--- src/rtl/m_cache_refill.sv ---
`default_nettype none
// ============================================================================
// m_cache_refill : refill / invalidate-all controller for a 32-entry I-cache
// Rev 1.0
// ============================================================================
module m_cache_refill #(
    parameter int CW = 32
) (
    input  logic          w_clk,
    input  logic          w_rst,
    input  logic [31:0]   w_adr,
    input  logic          w_fetch,
    input  logic          w_hit,
    input  logic          w_flush,
    output logic          w_stall,
    output logic          w_mem_req,
    output logic [31:0]   w_mem_adr,
    input  logic          w_mem_ack,
    input  logic [31:0]   w_mem_rdata,
    output logic          w_cwe,
    output logic [4:0]    w_cwadr,
    output logic [57:0]   w_cwd,
    output logic [CW-1:0] w_nhit,
    output logic [CW-1:0] w_nmiss
);

    typedef enum logic [1:0] {
        S_IDLE  = 2'd0,
        S_MISS  = 2'd1,
        S_FILL  = 2'd2,
        S_FLUSH = 2'd3
    } state_t;

    localparam logic [CW-1:0] C_ONE = {{(CW-1){1'b0}}, 1'b1};

    state_t        state_q;
    logic [31:0]   adr_q;
    logic [31:0]   data_q;
    logic [4:0]    idx_q;
    logic          pend_q;
    logic [CW-1:0] nhit_q, nhit_d;
    logic [CW-1:0] nmiss_q, nmiss_d;

    logic w_is_idle, w_flush_go, w_miss_det, w_hit_cnt, w_miss_cnt;
    logic w_unused;

    assign w_is_idle  = (state_q == S_IDLE);
    assign w_flush_go = w_flush | pend_q;
    assign w_miss_det = w_fetch & ~w_hit;

    // The detect cycle is already stalled through the combinational term.
    assign w_stall    = ~w_is_idle | w_miss_det | w_flush_go;
    assign w_hit_cnt  = w_is_idle & ~w_stall & w_fetch & w_hit;
    assign w_miss_cnt = w_is_idle & ~w_flush_go & w_miss_det;

    assign nhit_d  = (w_hit_cnt  && (nhit_q  != '1)) ? nhit_q  + C_ONE : nhit_q;
    assign nmiss_d = (w_miss_cnt && (nmiss_q != '1)) ? nmiss_q + C_ONE : nmiss_q;

    assign w_mem_req = (state_q == S_MISS);
    assign w_mem_adr = {adr_q[31:2], 2'b00};
    assign w_cwe     = (state_q == S_FILL) | (state_q == S_FLUSH);
    assign w_cwadr   = (state_q == S_FLUSH) ? idx_q : adr_q[6:2];
    assign w_cwd     = (state_q == S_FLUSH) ? 58'd0 : {1'b1, adr_q[31:7], data_q};
    assign w_nhit    = nhit_q;
    assign w_nmiss   = nmiss_q;
    assign w_unused  = ^adr_q[1:0];

    always_ff @(posedge w_clk) begin
        if (w_rst) begin
            state_q <= S_IDLE;
            adr_q   <= 32'd0;
            data_q  <= 32'd0;
            idx_q   <= 5'd0;
            pend_q  <= 1'b0;
            nhit_q  <= '0;
            nmiss_q <= '0;
        end else begin
            nhit_q  <= nhit_d;
            nmiss_q <= nmiss_d;
            case (state_q)
                S_IDLE: begin
                    if (w_flush_go) begin
                        state_q <= S_FLUSH;
                        idx_q   <= 5'd0;
                    end else if (w_miss_det) begin
                        adr_q   <= w_adr;
                        state_q <= S_MISS;
                    end
                end
                S_MISS: begin
                    if (w_flush) pend_q <= 1'b1;
                    if (w_mem_ack) begin
                        data_q  <= w_mem_rdata;
                        state_q <= S_FILL;
                    end
                end
                S_FILL: begin
                    // A flush requested during the refill runs right after the write.
                    if (w_flush_go) begin
                        pend_q  <= 1'b1;
                        idx_q   <= 5'd0;
                        state_q <= S_FLUSH;
                    end else begin
                        state_q <= S_IDLE;
                    end
                end
                S_FLUSH: begin
                    idx_q <= idx_q + 5'd1;
                    if (idx_q == 5'd31) begin
                        pend_q  <= 1'b0;
                        state_q <= S_IDLE;
                    end
                end
                default: state_q <= S_IDLE;
            endcase
        end
    end

endmodule
`default_nettype wire

--- config.mk ---
export PLATFORM = sky130hd
export DESIGN_NAME = m_cache_refill
export DESIGN_NICKNAME = d
export VERILOG_FILES = /design/src/rtl/m_cache_refill.sv
export SDC_FILE = /design/constraint.sdc
export NUM_CORES = 1
export LEC_CHECK = 0
export CAP_MARGIN = 20
export CORE_MARGIN = 2
export CORE_UTILIZATION = 48
export CTS_CLUSTER_DIAMETER = 150
export CTS_CLUSTER_SIZE = 24
export DETAILED_ROUTE_END_ITERATION = 16
export HOLD_SLACK_MARGIN = 0.03
export PLACE_DENSITY = 0.95
export SKIP_CTS_REPAIR_TIMING = 1
export SLEW_MARGIN = 40
export SYNTH_ARGS = -nofsm -noshare
export SYNTH_HDL_FRONTEND = slang
export SYNTH_SLANG_ARGS = --single-unit
--- constraint.sdc ---
create_clock -name w_clk -period 3.42 [get_ports w_clk]
set_input_delay 0.513 -clock w_clk [delete_from_list [all_inputs] [get_ports w_clk]]
set_output_delay 0.513 -clock w_clk [all_outputs]
set_load 0.1 [all_outputs]
==> impl_metrics.csv <==
group,metric,value,unit
clock_network,cts.path.max_buffers,2,
sta,slew_headroom,50.25,%
routing,drt-initial-drc-count,621,
setup_path,worst_path_max_delay_cell,"buf_4",
finish,finalNonFillerCells,1181,
synth,asyncSetResetFlopFracSynth,0,%
setup_path,reg2reg_from,"w_nmiss[19]",
global_routing,largest_net_degree_at_the_start_of_global_routing,71,
sta,worst-slew-pin-transition,745.0,ps
setup_path,critPathLaunch,"state_q[1]",
sta,grt_setup_unrepaired,"no",
finish,multi_input_comb_area,0.003363,sq mm
sta,period_share,79.86,%
routing,drt_drc_violations_left,0,
synth,yosysSeqAreaShare,42.66,%
clock_network,clock-root-buffer,"clkbuf_16",
setup_path,timing.critical_path.to_type,"primary output",
die,boundaryPins,232,
synth,postSynthRegisterBits,134,
hold_path,hold_path.startpoint,"data_q[5]",
sta,setup-tns-final,0,ps
global_routing,overflow,0,
sta,final_critical_path_setup_slack,688.8,ps
die,placeableCoreArea,0.01272,sq mm
placed_design,place.detailed.instances,1149,
sta,finClkSkew,9.208,ps
sta,max_freq,366.1,MHz
clock_network,insertion_delay,420,ps
power,static-leakage-power,3.610,nW
clock_network,clock-sinks,134,
synth,mappedNetlistArea,0.006289,sq mm
setup_path,worst_path_max_fanout,70,
power,total_power,4.371,mW
setup_path,worstPathRequired,2910,ps
placed_design,gpl.final_weighted_congestion,0.8388,
synth,synth-edff-count,0,
die,start_util,49.43,%
synth,synth.avg_cell_area,7.970,sq um
setup_path,path_cells,"and2_1 -> inv_1 -> buf_4 -> mux2_2 -> buf_12",
routing,final_antenna_net_count,0,
routing,wl_per_cell,17.16,um
die,die_outline_area,0.01403,sq mm
clock_network,cts_tree,"done",
flow_run,max-cap-violations,0,
sta,final-max-slew-violation-count,0,
finish,final_nets,1070,
power,worst_vdd_rail_ir_drop,0.0002702,V
synth,ys_types,54,
finish,layout.core_utilization,73.84,%
placed_design,post_dp_cell_area,0.008782,sq mm
setup_path,crit_type,"flop to primary output",
routing,route.detailed.vias_per_inst,5.653,
sta,final.hold.worst_slack,453.7,ps
power,power.density_cell_area,465.3,mW/mm^2
finish,area_growth_syn_to_layout,49.38,%
finish,seqCellArea,0.002683,sq mm
synth,most_instantiated_flip_flop_cell_in_the_synthesis_netlist,"dfxtp_1",
sta,final_hold_violation_count,0,
global_routing,grt_pass1_vias,6318,
finish,final.fill_count,841,
routing,route.vias.total,6676,
synth,synth-warning-count,0,
global_routing,grtUsageTotal,28.62,%
synth,yosys-top-cells-area,"dfxtp_1, nand2_1, a21oi_1",
placed_design,dp_hpwl,13780,um
sta,finalWorstPathRequiredPeriod,2731,ps
routing,routed_wirelength,20270,um
finish,insertedDiodeCount,0,
die,die-height,118.5,um
setup_path,crit_path_start_kind,"flop",
setup_path,critPathMaxStageDelay,500,ps
run_status,run_status,"complete, no violations",
hold_path,worstHoldPathType,"flop to flop",
placed_design,port-buffer-count,227,
clock_network,cts_htree_levels,4,
clock_network,clk_pin_slew_worst_paths,60,ps
sta,setup_viol,0,
placed_design,dp_slack,539.9,ps
global_routing,number_of_antenna_violations_at_the_first_check_in_global_routing,0,
synth,synth_largest_area_cell,"dfxtp_1",
global_routing,global_route_wire_length_before_repair,32750,um
clock_network,cts_inserted_buffers,17,
finish,drive_above_1_share,21.80,%
die,die_width,118.5,um
finish,finish.instance_area,0.009394,sq mm
setup_path,crit_path_buffers_inverters,3,
synth,synth_top_cell_area_share,42.66,%
setup_path,cp.arrival,2220,ps
setup_path,path_delay_family,"buffers and inverters",
synth,syn-instance-count,789,
die,rows,41,
routing,drtPass1Iterations,5,
[synthesized netlist by cell type, types with 2 or more instances]
| library cell | number |
|---|---|
| nor3b_1 | 2 |
| nor2b_1 | 8 |
| buf_4 | 5 |
| xnor2_1 | 6 |
| nand4_2 | 2 |
| nor2_1 | 32 |
| a21oi_1 | 107 |
| buf_1 | 4 |
| nand3_1 | 30 |
| o41ai_1 | 2 |
| and4_1 | 7 |
| o31ai_1 | 15 |
| nand2_1 | 157 |
| nand2b_1 | 2 |
| o31ai_4 | 2 |
| ha_1 | 4 |
| clkbuf_1 | 33 |
| o21ai_0 | 27 |
| nor4_1 | 11 |
| o21a_1 | 7 |
| or4_1 | 18 |
| nand4_1 | 13 |
| xor2_1 | 3 |
| or3_1 | 25 |
| buf_2 | 5 |
| inv_1 | 12 |
| and3_1 | 8 |
| and2_1 | 63 |
| dfxtp_1 | 134 |
| nor3_1 | 4 |
| mux2_2 | 12 |
| o31a_1 | 4 |
| a31oi_1 | 4 |
[kinds of logic after synthesis]
kind of cell    after synthesis  share of synthesized area [%]
simple gates                390                          32.05
compound gates              178                          16.77
flops                       134                          42.66
buf+inv                      60                          4.099
mux                          13                          2.308
xor+xnor                      9                          1.254
fa+ha+maj                     4                         0.7959
other cells                   1                        0.05963
[routing by layer]
| layer | vias up | share of wire [%] | track usage, % |
|---|---|---|---|
| met2 | 282 | 49 | 48.05 |
| met5 | - | 0 | 0 |
| met4 | 0 | 3.7 | 13.47 |
| li1 | 3189 | - | - |
| met1 | 3147 | 40 | 34.43 |
| met3 | 58 | 6.5 | 6.950 |
[flip-flops by register name, indices dropped and copies added (netlist names)]
signal,count
idx_q,5
pend_q,1
w_nhit,32
state_q,2
adr_q,30
data_q,32
w_nmiss,32
[path summary, 6_finish.rpt]
check	end	slack, ps	cells past startpoint
setup reg to reg	w_nmiss[17]	770	5
setup / recovery	w_cwadr[1]	690	5
hold / removal	data_q[5]	450	2
hold reg to reg	data_q[5]	450	2
[layout make-up]
cell class / instances / share of cell area [%]
Multi-Input combinational cell: 596 / 35.80
Sequential cell: 134 / 28.56
Timing Repair Buffer: 235 / 26.45
Clock buffer: 24 / 5.128
Tap cell: 172 / 2.291
Clock inverter: 8 / 1.292
Inverter: 12 / 0.4795
[worst register-to-register path: cells and delay by family (launching register included)]
kind,cells,cell delay [ps]
and+or+nand+nor,2,1080
AOI/OAI and AO/OA,3,1070
DFF,1,430
[cell usage in the layout, fill, tap and decap left out, types with 25 or more instances in the layout]
cell type / instances
and2_1: 63
or3_1: 25
nor2_1: 32
dfxtp_1: 134
buf_12: 63
o21ai_0: 27
nand2_1: 156
nand3_1: 30
buf_2: 93
a21oi_1: 107
clkdlybuf4s50_1: 66
[power by group]
group	total, mW	leakage (nW)	internal, mW	switching, mW
combinational	0.866	2.23	0.273	0.592
clock	1.87	0.294	1.20	0.669
sequential	1.64	1.08	1.60	0.0316
Power figures use the tool's default switching activity.
==> variant 1: new RTL, config.mk and constraints unchanged <==
Reset style: asynchronous (`w_rst`), changed in one clocked block.
--- a/src/rtl/m_cache_refill.sv
+++ b/src/rtl/m_cache_refill.sv
@@ -65,7 +65,7 @@
     assign w_nmiss   = nmiss_q;
     assign w_unused  = ^adr_q[1:0];
 
-    always_ff @(posedge w_clk) begin
+    always_ff @(posedge w_clk or posedge w_rst) begin
         if (w_rst) begin
             state_q <= S_IDLE;
             adr_q   <= 32'd0;
Behaviour: differs if w_rst is asserted again (counterexample within 4 cycles, from zero or initial values and one cycle with w_rst high); with w_rst held inactive, the same outputs for 4 cycles.
==> variant 1 against the unedited design <==
- count of clock-buffer cells in the layout is 1 higher
- register-to-register slack better by 0.06 ns
- synthesized area is 0.24% higher
- critical path type unchanged
- sequential cell count stayed put
- clock skew is 0.0021 ns higher
- routed wire length is 13% lower
- largest cell class is now flip-flops and latches
- highest routed layer unchanged
- setup slack worse by 0.083 ns
- fmax is 3.0% lower
- final area is 1.0% higher
- global-route usage is 3.0 points lower
- via count is 22% lower
Power is not compared: it rests on default switching activity, and its combinational part moved more than twofold at a synthesized area within 25%.
==> variant 1: results (changes against the unedited design) <==
metric,value,unit,change
worstHoldStart,data_q[26],,
hpwl,13.19,mm,-4.3%
drt_iter0_markers,263,,-58%
synth.area.top_cells,"dfrtp_1 (53%), mux2_2 (13%), and2_1 (6.1%)",,
inv_count,7,,-5
nFillCells,781,,-7.1%
worst-slew-pin-transition,0.8457,ns,+0.1007 ns
use_met1,28.47,%,-6.0 points
critPathLaunch,state_q[0],,
use_met3,7.191,%,+0.24 points
synth_compound_area_share,2.263,%,-15 points
arrival,2.30,ns,+0.08 ns
hold_path_end,data_q[26],,
routed_wl,17.69,mm,-13%
crit_fanout,43,,-39%
rr_startpoint,state_q[0],,
multi_input_gates,380,,-36%
dr_wl_met3,1.221,mm,-7.6%
fin_crit_sh,82.29,%,+2.4 points
ff2ff_setup_slack,0.83,ns,+0.06 ns
multi_input_area,2840,sq um,-16%
dr_wl_met2,9.650,mm,-3.3%
critPathCapture,w_cwadr[2],,
wl_met1,6.446,mm,-21%
slowest_delay,0.63,ns,+0.13 ns
grt_pass1_wl,28.41,mm,-13%
r2r-end,w_nhit[26],,
cpLargestDelayFamily,flip-flops,,
outcome,"finished, final reports clean",,
placed_cell_area,8924,sq um,+1.6%
worstHoldPathCells,1,,-1
worst_hold_slack,0.4971,ns,+0.04343 ns
use_met2,46.73,%,-1.3 points
synthFlopType,dfrtp_1,,
vias,5202,,-22%
clock-skew-final,0.01135,ns,+0.002141 ns
synth_fa_ha_area_share,0.7940,%,-0.0019 points
muxShareOfSynthArea,12.68,%,+10 points
seq_share,35.34,%,+6.8 points
critPathSlowestCell,dfrtp_1,,
place_inst,928,,-19%
synthArstFlopShare,100.0,%,+100 points
nNetsFinal,849,,-21%
seq_area_frac_synth,53.20,%,+11 points
area_delta_synth_final,50.54,%,
ys_types,39,,-28%
grt_use_total,25.66,%,-3.0 points
pre_cts_ws,0.6158,ns,+0.07596 ns
n_clock_buffer,25,,+4.2%
-- variant 1: cell types whose count changed after synthesis, sizes merged, moves of 15 or more --
| cell | unedited run | this run |
|---|---|---|
| mux2 | 12 | 71 |
| or3 | 25 | 0 |
| dfrtp | 0 | 134 |
| or4 | 18 | 0 |
| o31ai | 17 | 1 |
| o21ai | 27 | 9 |
| dfxtp | 134 | 0 |
| a21oi | 107 | 2 |
| clkbuf | 33 | 11 |
| nor2 | 32 | 17 |
| xnor2 | 6 | 32 |
| xor2 | 3 | 31 |
| nand2 | 157 | 36 |
-- variant 1: kinds of logic after synthesis --
family	Yosys count
other	1
multiplexers	71
buffers and inverters	27
AO/OA/AOI/OAI	22
adder cells (fa/ha/maj)	4
AND/OR/NAND/NOR	218
XOR/XNOR	63
flip-flops	134
-- variant 1: worst reg2reg max path: cells and delay by family, from the launching register on --
family	cells	cell delay, ns
DFF	1	0.55
xor gates and xnor gates	1	0.17
and+or+nand+nor	4	1.76
==> variant 2: new RTL, config.mk and constraints unchanged <==
Made on the original files. The parameter `CW` goes from 32 to 16.
--- a/src/rtl/m_cache_refill.sv
+++ b/src/rtl/m_cache_refill.sv
@@ -4,7 +4,7 @@
 // Rev 1.0
 // ============================================================================
 module m_cache_refill #(
-    parameter int CW = 32
+    parameter int CW = 16
 ) (
     input  logic          w_clk,
     input  logic          w_rst,
Ports: changed (resized w_nhit and w_nmiss); port bits go from 232 to 200. The function was not compared with the original's and may differ.
==> variant 2 against the unedited design <==
- setup slack gained 0.051 ns
- register-to-register slack improved by 0.27 ns
- fmax is 1.9% higher
- final area down 24%
- largest cell class unchanged
- largest power group is now sequential cells
- critical path depth did not move
- clock power down 62%
- highest routed layer unchanged
- power shrank 39%
- first-iteration DRC count fell by 67%
- sequential cell count down 32
- synthesized area shrank 26%
- routed wire length fell by 27%
- sequential share of layout area barely moved
==> variant 2: results (changes against the unedited design) <==
metric,value,unit,change
outcome,"finished, final reports clean",,
p_leak,2.749,nW,-24%
netlist_top_cells_count,"nand2_1 (143), dfxtp_1 (102), a21oi_1 (87)",,
root_buffer,clkbuf_8,,
peakVddDrop,0.0002939,V,+8.8%
grt_pass1_vias,4691,,-26%
synth_xor_area_share,0,%,-1.3 points
hpwl,10.95,mm,-21%
slowest_delay,0.45,ns,-0.05 ns
worstHoldStart,data_q[29],,
synth.area.top_cells,"dfxtp_1 (44%), nand2_1 (12%), a21oi_1 (9.4%)",,
synthArstFlopShare,0,%,unchanged
muxShareOfSynthArea,2.159,%,-0.15 points
slew_headroom,55.39,%,+5.1 points
n_antenna_cell,0,,unchanged
intPower,1.728,mW,-44%
nFillCells,629,,-25%
nNetsFinal,835,,-22%
worstHoldPathCells,2,,unchanged
ys_types,47,,-13%
placed_cell_area,6967,sq um,-21%
arrival,2.17,ns,-0.05 ns
grt_max_degree,66,,-7.0%
gp_congestion,0.8866,,+5.7%
grt_pass1_wl,22.70,mm,-31%
routed_wl,14.73,mm,-27%
antenna_found_initial,0,,unchanged
synth_fa_ha_area_share,1.079,%,+0.28 points
numCtsBuffers,9,,-8
via_per_inst,5.505,,-2.6%
hold_path.class,reg -> reg,,
reg2regPathDepth,4,,-1
grt_use_total,27.41,%,-1.2 points
clock_latency,0.36,ns,-0.06 ns
io_buffers,195,,-14%
top_regs,"data_q (32), adr_q (30)",,
clk_pin_slew,0.11,ns,+0.05 ns
critPathSlowestCell,buf_4,,
seq_area_frac_synth,44.04,%,+1.4 points
synthFlopType,dfxtp_1,,
rr_startpoint,state_q[1],,
yosysWarningCount,0,,unchanged
clock-skew-final,0.01350,ns,+0.004295 ns
drt-pass1-iter-count,5,,unchanged
drt_iter0_markers,203,,-67%
drive_gt1_share,21.80,%,about the same
synth_compound_area_share,16.51,%,-0.26 points
critPathLaunch,state_q[0],,
cts-htree-levels,3,,-1
clockBufferDepth,2,,unchanged
crit_fanout,65,,-7.1%
[variant 2: logic make-up (layout without fill, tap and decap cells)]
| group | after synthesis | count (layout) |
|---|---|---|
| AND/OR/NAND/NOR | 292 | 292 |
| AO/OA/AOI/OAI | 132 | 132 |
| flip-flops | 102 | 102 |
| buffers and inverters | 49 | 225 |
| multiplexers | 9 | 9 |
| adder cells (fa/ha/maj) | 4 | 4 |
| other | 1 | 2 |
[variant 2: path summary, 6_finish.rpt]
| check | endpoint | slack (ns) |
|---|---|---|
| worst max register to register | w_nhit[11] | 1.04 |
| worst min-delay path | data_q[29] | 0.46 |
| worst min register to register | data_q[29] | 0.46 |
| worst max-delay path | w_cwadr[4] | 0.74 |
[variant 2: metal layers]
layer / up-vias / GRT usage, % / wire (microns)
met5: - / 0 / 0
met4: 0 / 12.10 / 562
met3: 36 / 6.635 / 1028
met2: 194 / 48.58 / 7586
met1: 2316 / 31.33 / 5551
li1: 2381 / - / -
[variant 2: final cells by class]
class                           instances  area (sq um)  share of cell area (%)
Tap cell                              129         161.4                   2.258
Sequential cell                       102          2042                   28.56
Clock inverter                          6         55.05                  0.7700
Inverter                                7         26.28                  0.3675
Clock buffer                           10         127.6                   1.785
Multi-Input combinational cell        439          2410                   33.71
Timing Repair Buffer                  202          2327                   32.55
[variant 2: metrics by stage]
step           cells  hold slack [ns]  setup slack, ns  total power [mW]
2_1_floorplan    590           0.4317           0.4572             1.698
3_3_place_gp     879           0.4370           0.5824             1.948
3_5_place_dp     879           0.4453           0.5506             1.957
4_1_cts          895           0.4604           0.7371             2.665
5_1_grt          895           0.4846           0.5869             2.752
6_report         895           0.4597           0.7402             2.649
[variant 2: power groups by stage]
stage / registers, mW / logic [mW] / clock network (mW)
finish: 1.24 / 0.685 / 0.719
global route: 1.25 / 0.715 / 0.787
CTS: 1.24 / 0.687 / 0.733
detailed placement: 1.27 / 0.685 / 0
global placement: 1.27 / 0.680 / 0
floorplan: 1.33 / 0.367 / 0
[variant 2: worst max-delay path, delay by kind of cell (launching register included)]
| kind | cells | cell delay (ns) |
|---|---|---|
| muxes | 1 | 0.44 |
| DFF | 1 | 0.40 |
| and+or+nand+nor | 1 | 0.25 |
| buffers and inverters | 3 | 0.69 |
